File: config.mk
export PLATFORM = sky130hd
export DESIGN_NAME = fu_issue_arbiter
export DESIGN_NICKNAME = d
export VERILOG_FILES = /design/src/rtl/fu_issue_arbiter.sv
export SDC_FILE = /design/constraint.sdc
export NUM_CORES = 1
export LEC_CHECK = 0
export CAP_MARGIN = 20
export CORE_UTILIZATION = 32
export DETAILED_ROUTE_END_ITERATION = 6
export PLACE_DENSITY = 0.64
export SETUP_SLACK_MARGIN = 0.5
export SLEW_MARGIN = 0
export SYNTH_ARGS = -nofsm -noshare
export SYNTH_HDL_FRONTEND = slang
export SYNTH_SLANG_ARGS = --single-unit
File: constraint.sdc
create_clock -name clk -period 7 [get_ports clk]
set_input_delay 1.05 -clock clk [delete_from_list [all_inputs] [get_ports clk]]
set_output_delay 1.05 -clock clk [all_outputs]
set_load 0.03 [all_outputs]
File: src/rtl/fu_issue_arbiter.sv
// fu_issue_arbiter: round-robin issue arbiter feeding the shared execute path.
//
// Each cycle picks at most one eligible requester, searching upward from a
// round-robin pointer, and registers it into a single issue stage. A busy
// counter models LSU occupancy and hides memory requesters while it runs.
//
// Ports:
//   clk, rstn     clock, asynchronous active-low reset
//   flush         kill this cycle's grant and invalidate the issue stage
//   stall_in      execute cannot accept: no grant, issue stage holds
//   req_valid     per-requester ready-to-issue
//   req_is_mem    per-requester load/store flag
//   req_tag       packed ROB tags, requester i at [i*TAG_W +: TAG_W]
//   grant         combinational one-hot grant
//   issue_valid   issue stage holds a valid op
//   issue_tag     ROB tag of the issued op
//   issue_is_mem  memory flag of the issued op
//   issue_src     index of the requester that was issued
//   lsu_busy      LSU busy counter is nonzero
module fu_issue_arbiter #(
  parameter int unsigned NUM_REQ      = 4,
  parameter int unsigned TAG_W        = 6,
  parameter int unsigned MEM_BUSY_CYC = 3
) (
  input  logic                       clk,
  input  logic                       rstn,
  input  logic                       flush,
  input  logic                       stall_in,
  input  logic [NUM_REQ-1:0]         req_valid,
  input  logic [NUM_REQ-1:0]         req_is_mem,
  input  logic [NUM_REQ*TAG_W-1:0]   req_tag,
  output logic [NUM_REQ-1:0]         grant,
  output logic                       issue_valid,
  output logic [TAG_W-1:0]           issue_tag,
  output logic                       issue_is_mem,
  output logic [$clog2(NUM_REQ)-1:0] issue_src,
  output logic                       lsu_busy
);

  localparam int unsigned SrcW = $clog2(NUM_REQ);
  localparam int unsigned CntW = $clog2(MEM_BUSY_CYC + 1);
  localparam logic [CntW-1:0] BusyLoad = CntW'(MEM_BUSY_CYC);
  localparam logic [SrcW-1:0] LastIdx  = SrcW'(NUM_REQ - 1);

  logic [SrcW-1:0]    rr_ptr_q, rr_ptr_d;
  logic [CntW-1:0]    busy_q, busy_d;
  logic               issue_valid_q, issue_valid_d;
  logic [TAG_W-1:0]   issue_tag_q, issue_tag_d;
  logic               issue_is_mem_q, issue_is_mem_d;
  logic [SrcW-1:0]    issue_src_q, issue_src_d;

  logic [NUM_REQ-1:0] elig;
  logic               gen;
  logic               win_found;
  logic [SrcW-1:0]    win_idx;
  logic [SrcW-1:0]    idx_v;
  logic [TAG_W-1:0]   win_tag;
  logic               win_mem;

  assign lsu_busy = (busy_q != '0);
  assign gen      = ~stall_in & ~flush;
  // A busy LSU only hides memory requesters; ALU requesters stay eligible.
  assign elig     = req_valid & ~(req_is_mem & {NUM_REQ{lsu_busy}});

  // First eligible index at or after rr_ptr, wrapping modulo NUM_REQ.
  always_comb begin
    win_found = 1'b0;
    win_idx   = '0;
    idx_v     = '0;
    if (gen) begin
      for (int k = 0; k < NUM_REQ; k++) begin
        idx_v = SrcW'((int'(rr_ptr_q) + k) % NUM_REQ);
        if (!win_found && elig[idx_v]) begin
          win_found = 1'b1;
          win_idx   = idx_v;
        end
      end
    end
  end

  always_comb begin
    grant = '0;
    if (win_found) grant[win_idx] = 1'b1;
  end

  assign win_tag = req_tag[win_idx*TAG_W +: TAG_W];
  assign win_mem = req_is_mem[win_idx];

  always_comb begin
    rr_ptr_d = rr_ptr_q;
    if (win_found) rr_ptr_d = (win_idx == LastIdx) ? '0 : win_idx + SrcW'(1);
  end

  // The LSU drains regardless of stall/flush.
  always_comb begin
    busy_d = busy_q;
    if (win_found && win_mem) busy_d = BusyLoad;
    else if (busy_q != '0)    busy_d = busy_q - CntW'(1);
  end

  always_comb begin
    issue_valid_d  = issue_valid_q;
    issue_tag_d    = issue_tag_q;
    issue_is_mem_d = issue_is_mem_q;
    issue_src_d    = issue_src_q;
    if (flush) begin
      issue_valid_d = 1'b0;
    end else if (!stall_in) begin
      issue_valid_d = win_found;
      if (win_found) begin
        issue_tag_d    = win_tag;
        issue_is_mem_d = win_mem;
        issue_src_d    = win_idx;
      end
    end
  end

  always_ff @(posedge clk or negedge rstn) begin
    if (!rstn) begin
      rr_ptr_q       <= '0;
      busy_q         <= '0;
      issue_valid_q  <= 1'b0;
      issue_tag_q    <= '0;
      issue_is_mem_q <= 1'b0;
      issue_src_q    <= '0;
    end else begin
      rr_ptr_q       <= rr_ptr_d;
      busy_q         <= busy_d;
      issue_valid_q  <= issue_valid_d;
      issue_tag_q    <= issue_tag_d;
      issue_is_mem_q <= issue_is_mem_d;
      issue_src_q    <= issue_src_d;
    end
  end

  assign issue_valid  = issue_valid_q;
  assign issue_tag    = issue_tag_q;
  assign issue_is_mem = issue_is_mem_q;
  assign issue_src    = issue_src_q;

endmodule

==> results of run 1 <==
## registers in the layout (all words and copies together) (netlist names)
| signal | cells |
|---|---|
| issue_tag | 6 |
| busy_q | 2 |
| issue_is_mem | 1 |
| rr_ptr_q | 2 |
| issue_valid | 1 |
| issue_src | 2 |
## critical path, cell delays in order
cell and delay, ns:
clkdlybuf4s50_1 0.54, mux2i_1 0.09, o21ai_0 0.42, o311a_1 0.29, a2bb2o_4 0.25, nor2_8 0.15
inv_1 0.10, ha_1 0.18, and2_1 0.13, clkdlybuf4s50_1 0.60
## Yosys cell counts, types with 2 or more instances
master,number
dfrtp_1,14
ha_1,5
nor2_1,9
inv_1,9
a221oi_1,6
o21ai_0,6
mux2i_1,17
nand2_1,14
nand2b_1,4
and2_1,5
buf_12,2
a21oi_1,4
a21boi_0,3
## metrics by stage
step,worst slack (ns),hold slack (ns),total power [W],instances,area [sq um]
after CTS,2.14,0.487,0.000646,223,1810
after global placement,2.24,0.467,0.000557,219,1750
after floorplan,3.26,0.456,0.000454,126,1250
final,2.14,0.476,0.000641,223,1810
after global routing,1.94,0.501,0.000688,223,1810
after detailed placement,2.17,0.474,0.000563,219,1750
## cells by family after synthesis
kind of cell    count (synthesis)  share of synthesized area [%]
compound gates                 35                           26.7
xor+xnor                        2                           1.40
simple gates                   36                           15.1
fa+ha+maj                       5                           5.00
flops                          14                           28.0
buf+inv                        15                           8.19
mux                            19                           15.7
## cell type report
cell class | count | area share (%)
well taps | 48 | 3.32
multi-input cells | 97 | 44.2
clock buffers | 4 | 3.04
inverters | 10 | 2.35
repair buffers | 50 | 27.7
flip-flops and latches | 14 | 19.4
## worst paths after layout
| kind | start | endpoint | slack, ns |
|---|---|---|---|
| setup / recovery | req_is_mem[0] | grant[1] | 2.14 |
| hold / removal | issue_is_mem | issue_is_mem | 0.48 |
| setup reg to reg | rr_ptr_q[0] | issue_tag[0] | 4.24 |
| hold reg to reg | issue_is_mem | issue_is_mem | 0.48 |
| max in group asynchronous | rstn | busy_q[1] | 5.38 |
| min in group asynchronous | rstn | issue_tag[5] | 1.20 |
## metal layers
layer	wire length [um]	part of all wire (%)	up-vias	GRT usage (%)
met1	1430	47	519	20.3
met5	0	0	-	0
li1	-	-	556	-
met3	221	7.2	5	3.87
met2	1370	45	50	27.1
met4	42	1.4	0	5.83
## report_power, final
| part | internal, W | switching (W) |
|---|---|---|
| registers | 0.000119 | 0.0000365 |
| clock network | 0.0000499 | 0.0000291 |
| logic | 0.000178 | 0.000227 |
| total | 0.000348 | 0.000293 |
==> impl_metrics.py, run 1 <==
metrics = {
    "placement": {
        "portBuffers": 50,
        "hpwl_mm": 2.41,
        "gp_congestion": 0.848,
    },
    "yosys": {
        "syn_inst": 126,
        "synthDistinctLibCells": 41,
        "syn-cell-area_sq_um": 1250,
        "ys_ff_latch": 14,
        "yosys.area.top_type_share_pct": 28.0,
        "synth_top_cell_by_area": "dfrtp_1",
        "synth_nets": 167,
        "yosysWarnings": 0,
        "async_reset_ff_share_pct": 100,
        "ys_top_cells_by_area": "dfrtp_1, mux2i_1, ha_1, nand2_1, a221oi_1",
        "ys_seq_area_share_pct": 28.0,
        "synth_edf_count": 0,
        "syn_avg_cell_area_sq_um": 9.94,
        "synthFlopType": "dfrtp_1",
    },
    "clocking": {
        "clock_path_buffers": 2,
        "cts_tree": "done",
        "clk_pin_slew_worst_paths_ns": 0.06,
        "numCtsBuffers": 3,
        "cts_root_buf": "clkbuf_8",
        "htreeDepth": 1,
        "postCtsSetupBuffers": 0,
        "cts.sinks": 14,
        "cts_hold_buf": 0,
        "cts_resized": 0,
        "insertion_delay_ns": 0.25,
    },
    "setup_path": {
        "cp_data_arrival_time_ns": 3.81,
        "start_kind": "input pin",
        "required_ns": 5.95,
        "crit_path_end_kind": "output pin",
        "reg2regPathDepth": 6,
        "worstPathMaxFanout": 10,
        "worstSetupPathType": "in -> out",
    },
    "min_path": {
        "hp-class": "reg -> reg",
        "whs_path_depth": 2,
    },
    "sta": {
        "finalClockSkew_ns": 0.00136,
        "hold_viol": 0,
        "final-setup-viol-count": 0,
        "timing.fmax_ghz": 0.206,
        "period_minus_slack_ns": 4.86,
        "relSlewSlack_pct": 56.4,
        "slew_viol_final": 0,
        "setup_tns_ns": 0,
        "tightest_slew_ns": 0.651,
        "min_period_over_period_pct": 69.5,
        "rsz0062_at_grt": "false",
    },
    "drt": {
        "wire_per_inst_um": 13.7,
        "ant_nets": 0,
        "vias": 1130,
        "viasPerCell": 5.07,
        "route.detailed.drc": 0,
        "drt-pass1-iter-count": 4,
        "drt_iter0_markers": 30,
        "routed_wl_mm": 3.06,
    },
    "power": {
        "peakVddDrop_mv": 0.179,
        "powerDensity_nw_per_um2": 354,
        "leakagePower_nw": 0.828,
    },
    "floorplan": {
        "fp.dieH_um": 64.6,
        "dieArea_sq_um": 4170,
        "initial_utilization_pct": 33.7,
        "core_area_sq_um": 3720,
        "row_count": 22,
        "ioPinCount": 51,
        "die_x_um": 64.6,
    },
    "layout": {
        "syn2layout_area_growth_pct": 44.4,
        "final_cell_mix": "clkdlybuf4s50_1, mux2i_1, nand2_1, dfrtp_1",
        "multi_input_area_sq_um": 800,
        "drive_above_1_share_pct": 10.9,
        "nets": 217,
        "final_core_util_pct": 48.7,
        "fill_cells": 363,
        "final_common_cell": "clkdlybuf4s50_1",
        "diodes": 0,
        "seqCellArea_sq_um": 350,
    },
    "grt": {
        "grt_pass1_vias": 1197,
        "grt_antenna_before_repair": 0,
        "grt_pass1_wl_mm": 5.35,
        "track_usage_pct": 16.3,
        "grt_max_degree": 17,
        "grt_overflow": 0,
    },
    "job": {
        "maxCapViolCount": 0,
    },
    "status": {
        "outcome": "finished clean",
    },
}
No activity file was read; power rests on OpenSTA's default activity.
==> inputs of run 2 (changes only) <==
Clock period 7 ns to 4.79 ns, I/O delays scaled along.
==> impl_metrics.py, run 2 (synthesis gave the netlist of run 1 again) <==
metrics = {
    "layout": {
        "largest_register_ffs": 6,
        "drive_above_1_share_pct": 10.9,
        "nets": 217,
        "diodes": 0,
        "seqCellArea_sq_um": 350,
        "final_common_cell": "clkdlybuf4s50_1",
        "multi_input_area_sq_um": 800,
        "final_cell_mix": "clkdlybuf4s50_1, mux2i_1, nand2_1, dfrtp_1",
        "fill_cells": 376,
        "syn2layout_area_growth_pct": 44.6,
    },
    "placement": {
        "portBuffers": 50,
        "hpwl_mm": 2.44,
        "gp_congestion": 0.848,
    },
    "sta": {
        "slew_viol_final": 0,
        "min_period_over_period_pct": 86.9,
        "timing.fmax_ghz": 0.240,
        "tightest_slew_ns": 0.654,
        "period_minus_slack_ns": 4.16,
        "finalClockSkew_ns": 0.000465,
        "final-setup-viol-count": 0,
        "rsz0062_at_grt": "false",
        "relSlewSlack_pct": 56.4,
        "setup_tns_ns": 0,
        "holdWs_ns": 0.479,
        "hold_viol": 0,
    },
    "power": {
        "p_sw_w": 0.000430,
        "power_frac_clock_pct": 12.2,
        "p_seq_share_pct": 24.3,
        "p_int_w": 0.000508,
        "leakagePower_nw": 0.847,
        "pwr-share-comb_pct": 63.5,
        "finalPower_w": 0.000939,
        "peakVddDrop_mv": 0.263,
        "p_sw_share_pct": 45.8,
        "powerDensity_nw_per_um2": 519,
    },
    "drt": {
        "viasPerCell": 5.07,
        "vias": 1131,
        "ant_nets": 0,
        "route.detailed.drc": 0,
        "routed_wl_mm": 3.11,
        "drt_iter0_markers": 30,
        "drt-pass1-iter-count": 4,
        "wire_per_inst_um": 13.9,
    },
    "setup_path": {
        "cpMostUsedCell": "clkdlybuf4s50_1",
        "worstSetupPathType": "in -> out",
        "cp_data_arrival_time_ns": 3.44,
        "max_stage_delay_ns": 0.59,
        "slowest_stage": "clkdlybuf4s50_1",
        "start_kind": "input pin",
        "crit_path_end_kind": "output pin",
        "crit_chain": "clkdlybuf4s50_1 > mux2_4 > a22oi_4 > o311a_1 > a2bb2o_4 > nor2_8 > inv_1 > ha_1 > and2_1 > clkdlybuf4s50_1",
        "required_ns": 4.07,
        "worstPathMaxFanout": 10,
        "crit_buf_inv": 3,
        "crit_family": "buffers and inverters",
    },
    "grt": {
        "grt_pass1_wl_mm": 5.30,
        "grt_max_degree": 17,
        "busiest_layer": "met2",
        "grt_antenna_before_repair": 0,
        "use_met3_pct": 3.17,
        "grtUsageMet1_pct": 20.5,
        "grtUsageMet2_pct": 27.2,
        "track_usage_pct": 16.0,
        "grt_pass1_vias": 1194,
        "grt_overflow": 0,
    },
    "clocking": {
        "numCtsBuffers": 3,
        "insertion_delay_ns": 0.24,
        "postCtsSetupBuffers": 0,
        "clk_pin_slew_worst_paths_ns": 0.06,
        "htreeDepth": 1,
        "cts_root_buf": "clkbuf_8",
        "cts_hold_buf": 0,
        "cts.sinks": 14,
        "cts_resized": 0,
        "cts_tree": "done",
        "clock_path_buffers": 2,
    },
    "job": {
        "maxCapViolCount": 0,
    },
    "floorplan": {
        "die_x_um": 64.6,
        "ioPinCount": 51,
        "dieArea_sq_um": 4170,
        "initial_utilization_pct": 33.7,
        "core_area_sq_um": 3720,
        "row_count": 22,
        "fp.dieH_um": 64.6,
    },
    "min_path": {
        "hp-class": "reg -> reg",
    },
    "status": {
        "outcome": "finished clean",
    },
}
run 2: per-stage QoR:
stage | cells | instance area (sq um) | setup WS, ns | utilization (%)
after global routing | 223 | 1810 | 0.510 | 48.7
final | 223 | 1810 | 0.629 | 48.7
after global placement | 219 | 1750 | 0.691 | 47.2
after CTS | 223 | 1810 | 0.616 | 48.7
after floorplan | 126 | 1250 | 1.72 | -
after detailed placement | 219 | 1750 | 0.645 | 47.2
run 2: area by class of cell:
type	count	area share (%)
Clock buffer	4	3.04
Inverter	10	2.35
Multi-Input combinational cell	97	44.2
Timing Repair Buffer	50	27.8
Sequential cell	14	19.4
Tap cell	48	3.32
run 2: power by group through the flow:
stage / Combinational [W] / Clock, W / Sequential, W
floorplan: 0.000379 / 0 / 0.000284
detailed placement: 0.000592 / 0 / 0.000229
global placement: 0.000587 / 0 / 0.000227
finish: 0.000596 / 0.000115 / 0.000228
CTS: 0.000597 / 0.000119 / 0.000229
global route: 0.000647 / 0.000126 / 0.000237
run 2: worst reg2reg max path, stage by stage, from the launching register on:
cell      delay [ns]
dfrtp_1         0.76
mux2i_1         0.24
o221ai_4        0.32
mux2i_1         0.28
o221ai_2        0.16
nor2_4          0.20
inv_6           0.11
o32ai_2         0.41
o221ai_1        0.17
run 2: worst paths after layout:
path                       depth (start not counted)           from  slack, ns      endpoint
setup / recovery                                  10  req_is_mem[3]       0.63      grant[1]
hold / removal                                     2   issue_is_mem       0.48  issue_is_mem
setup reg to reg                                   8    rr_ptr_q[0]       1.98     busy_q[1]
hold reg to reg                                    2   issue_is_mem       0.48  issue_is_mem
max in group asynchronous                          1           rstn       3.51     busy_q[0]
min in group asynchronous                          1           rstn       0.87  issue_tag[5]
run 2: metal layers:
layer | routed length, um | vias to the layer above
li1 | - | 558
met1 | 1480 | 525
met2 | 1420 | 44
met3 | 184 | 4
met4 | 23 | 0
met5 | 0 | -
==> inputs of run 3 (changes only) <==
Settings changed: CORE_MARGIN set to 4, CTS_CLUSTER_DIAMETER set to 200, SLEW_MARGIN 0 to 20.
==> impl_metrics.py, run 3 (synthesis gave the netlist of run 1 again) <==
metrics = {
    "status": {
        "outcome": "finished clean",
    },
    "drt": {
        "wire_per_inst_um": 14.2,
        "route.detailed.drc": 0,
        "viasPerCell": 5.05,
        "vias": 1127,
        "drt_iter0_markers": 48,
        "drt-pass1-iter-count": 4,
        "ant_nets": 0,
        "routed_wl_mm": 3.16,
    },
    "sta": {
        "min_period_over_period_pct": 87.0,
        "final-setup-viol-count": 0,
        "slew_viol_final": 0,
        "rsz0062_at_grt": "false",
        "period_minus_slack_ns": 4.17,
        "tightest_slew_ns": 0.655,
        "holdWs_ns": 0.482,
        "timing.fmax_ghz": 0.240,
        "relSlewSlack_pct": 56.2,
        "hold_viol": 0,
        "setup_tns_ns": 0,
        "finalClockSkew_ns": 0.00252,
    },
    "layout": {
        "multi_input_area_sq_um": 800,
        "final_cell_mix": "clkdlybuf4s50_1, mux2i_1, nand2_1, dfrtp_1",
        "fill_cells": 369,
        "nets": 217,
        "drive_above_1_share_pct": 10.9,
        "largest_register_ffs": 6,
        "final_common_cell": "clkdlybuf4s50_1",
        "diodes": 0,
        "syn2layout_area_growth_pct": 44.8,
        "seqCellArea_sq_um": 350,
    },
    "placement": {
        "gp_congestion": 0.873,
        "portBuffers": 50,
        "hpwl_mm": 2.57,
    },
    "floorplan": {
        "initial_utilization_pct": 33.7,
        "die_x_um": 70.6,
        "row_count": 22,
        "fp.dieH_um": 70.6,
        "dieArea_sq_um": 4980,
        "ioPinCount": 51,
        "core_area_sq_um": 3720,
    },
    "setup_path": {
        "max_stage_delay_ns": 0.59,
        "required_ns": 4.07,
        "worstPathMaxFanout": 10,
        "start_kind": "input pin",
        "cp_data_arrival_time_ns": 3.45,
        "slowest_stage": "clkdlybuf4s50_1",
        "crit_path_end_kind": "output pin",
        "rrSetupSlack_ns": 1.97,
        "worstSetupPathType": "in -> out",
        "crit_chain": "clkdlybuf4s50_1 > mux2_4 > a22oi_4 > o311a_1 > a2bb2o_4 > nor2_8 > inv_1 > ha_1 > and2_1 > clkdlybuf4s50_1",
        "cpMostUsedCell": "clkdlybuf4s50_1",
    },
    "clocking": {
        "cts.sinks": 14,
        "htreeDepth": 1,
        "cts_resized": 0,
        "clock_path_buffers": 2,
        "cts_tree": "done",
        "numCtsBuffers": 3,
        "clk_pin_slew_worst_paths_ns": 0.06,
        "insertion_delay_ns": 0.24,
        "cts_root_buf": "clkbuf_8",
        "postCtsSetupBuffers": 0,
        "cts_hold_buf": 0,
    },
    "grt": {
        "grt_max_degree": 17,
        "grt_pass1_vias": 1254,
        "grt_antenna_before_repair": 0,
        "track_usage_pct": 13.1,
        "grt_pass1_wl_mm": 5.42,
        "grt_overflow": 0,
    },
    "min_path": {
        "hp-class": "reg -> reg",
    },
    "power": {
        "leakagePower_nw": 0.863,
        "peakVddDrop_mv": 0.247,
        "finalPower_w": 0.000934,
        "powerDensity_nw_per_um2": 515,
    },
    "job": {
        "maxCapViolCount": 0,
    },
}
==> run 3: path summary, 6_finish.rpt <==
path                                 to  depth (start not counted)           from
min in group asynchronous  issue_tag[3]                          1           rstn
max in group asynchronous  issue_tag[1]                          1           rstn
max                            grant[1]                         10  req_is_mem[3]
max reg2reg                issue_tag[3]                          6    rr_ptr_q[0]
min                        issue_is_mem                          2   issue_is_mem
min reg2reg                issue_is_mem                          2   issue_is_mem
==> run 3: where the power goes <==
group          total (W)  switching (W)  internal (W)
Sequential      0.000227      0.0000526      0.000174
Combinational   0.000593       0.000332      0.000261
Clock           0.000114      0.0000413     0.0000727
==> run 3: layout make-up <==
class	count	share of cell area, %
Inverter	10	2.35
Timing Repair Buffer	50	27.9
Sequential cell	14	19.3
Clock buffer	4	3.04
Multi-Input combinational cell	97	44.1
Tap cell	48	3.31
==> run 3: per-layer routing <==
metal  track usage [%]  vias to the layer above  routed length [um]
met4              4.18                        0                  14
met3              4.12                        2                 263
met5                 0                        -                   0
met2              21.7                       45                1490
li1                  -                      559                   -
met1              16.2                      521                1390
==> run 3: worst max-delay path, delay by kind of cell <==
kind                       cells  cell delay [ns]
AOI/OAI and AO/OA              3             0.77
adders and majority gates      1             0.19
buffers and inverters          3             1.16
muxes                          1             0.31
and+or+nand+nor                2             0.30
==> run 3: metrics by stage <==
step	cells	setup slack (ns)	util, %	instance area, sq um
after floorplan	126	1.72	-	1250
after global placement	219	0.687	47.2	1750
after detailed placement	219	0.579	47.2	1750
after CTS	223	0.551	48.7	1810
after global routing	223	0.527	48.8	1810
final	223	0.622	48.8	1810
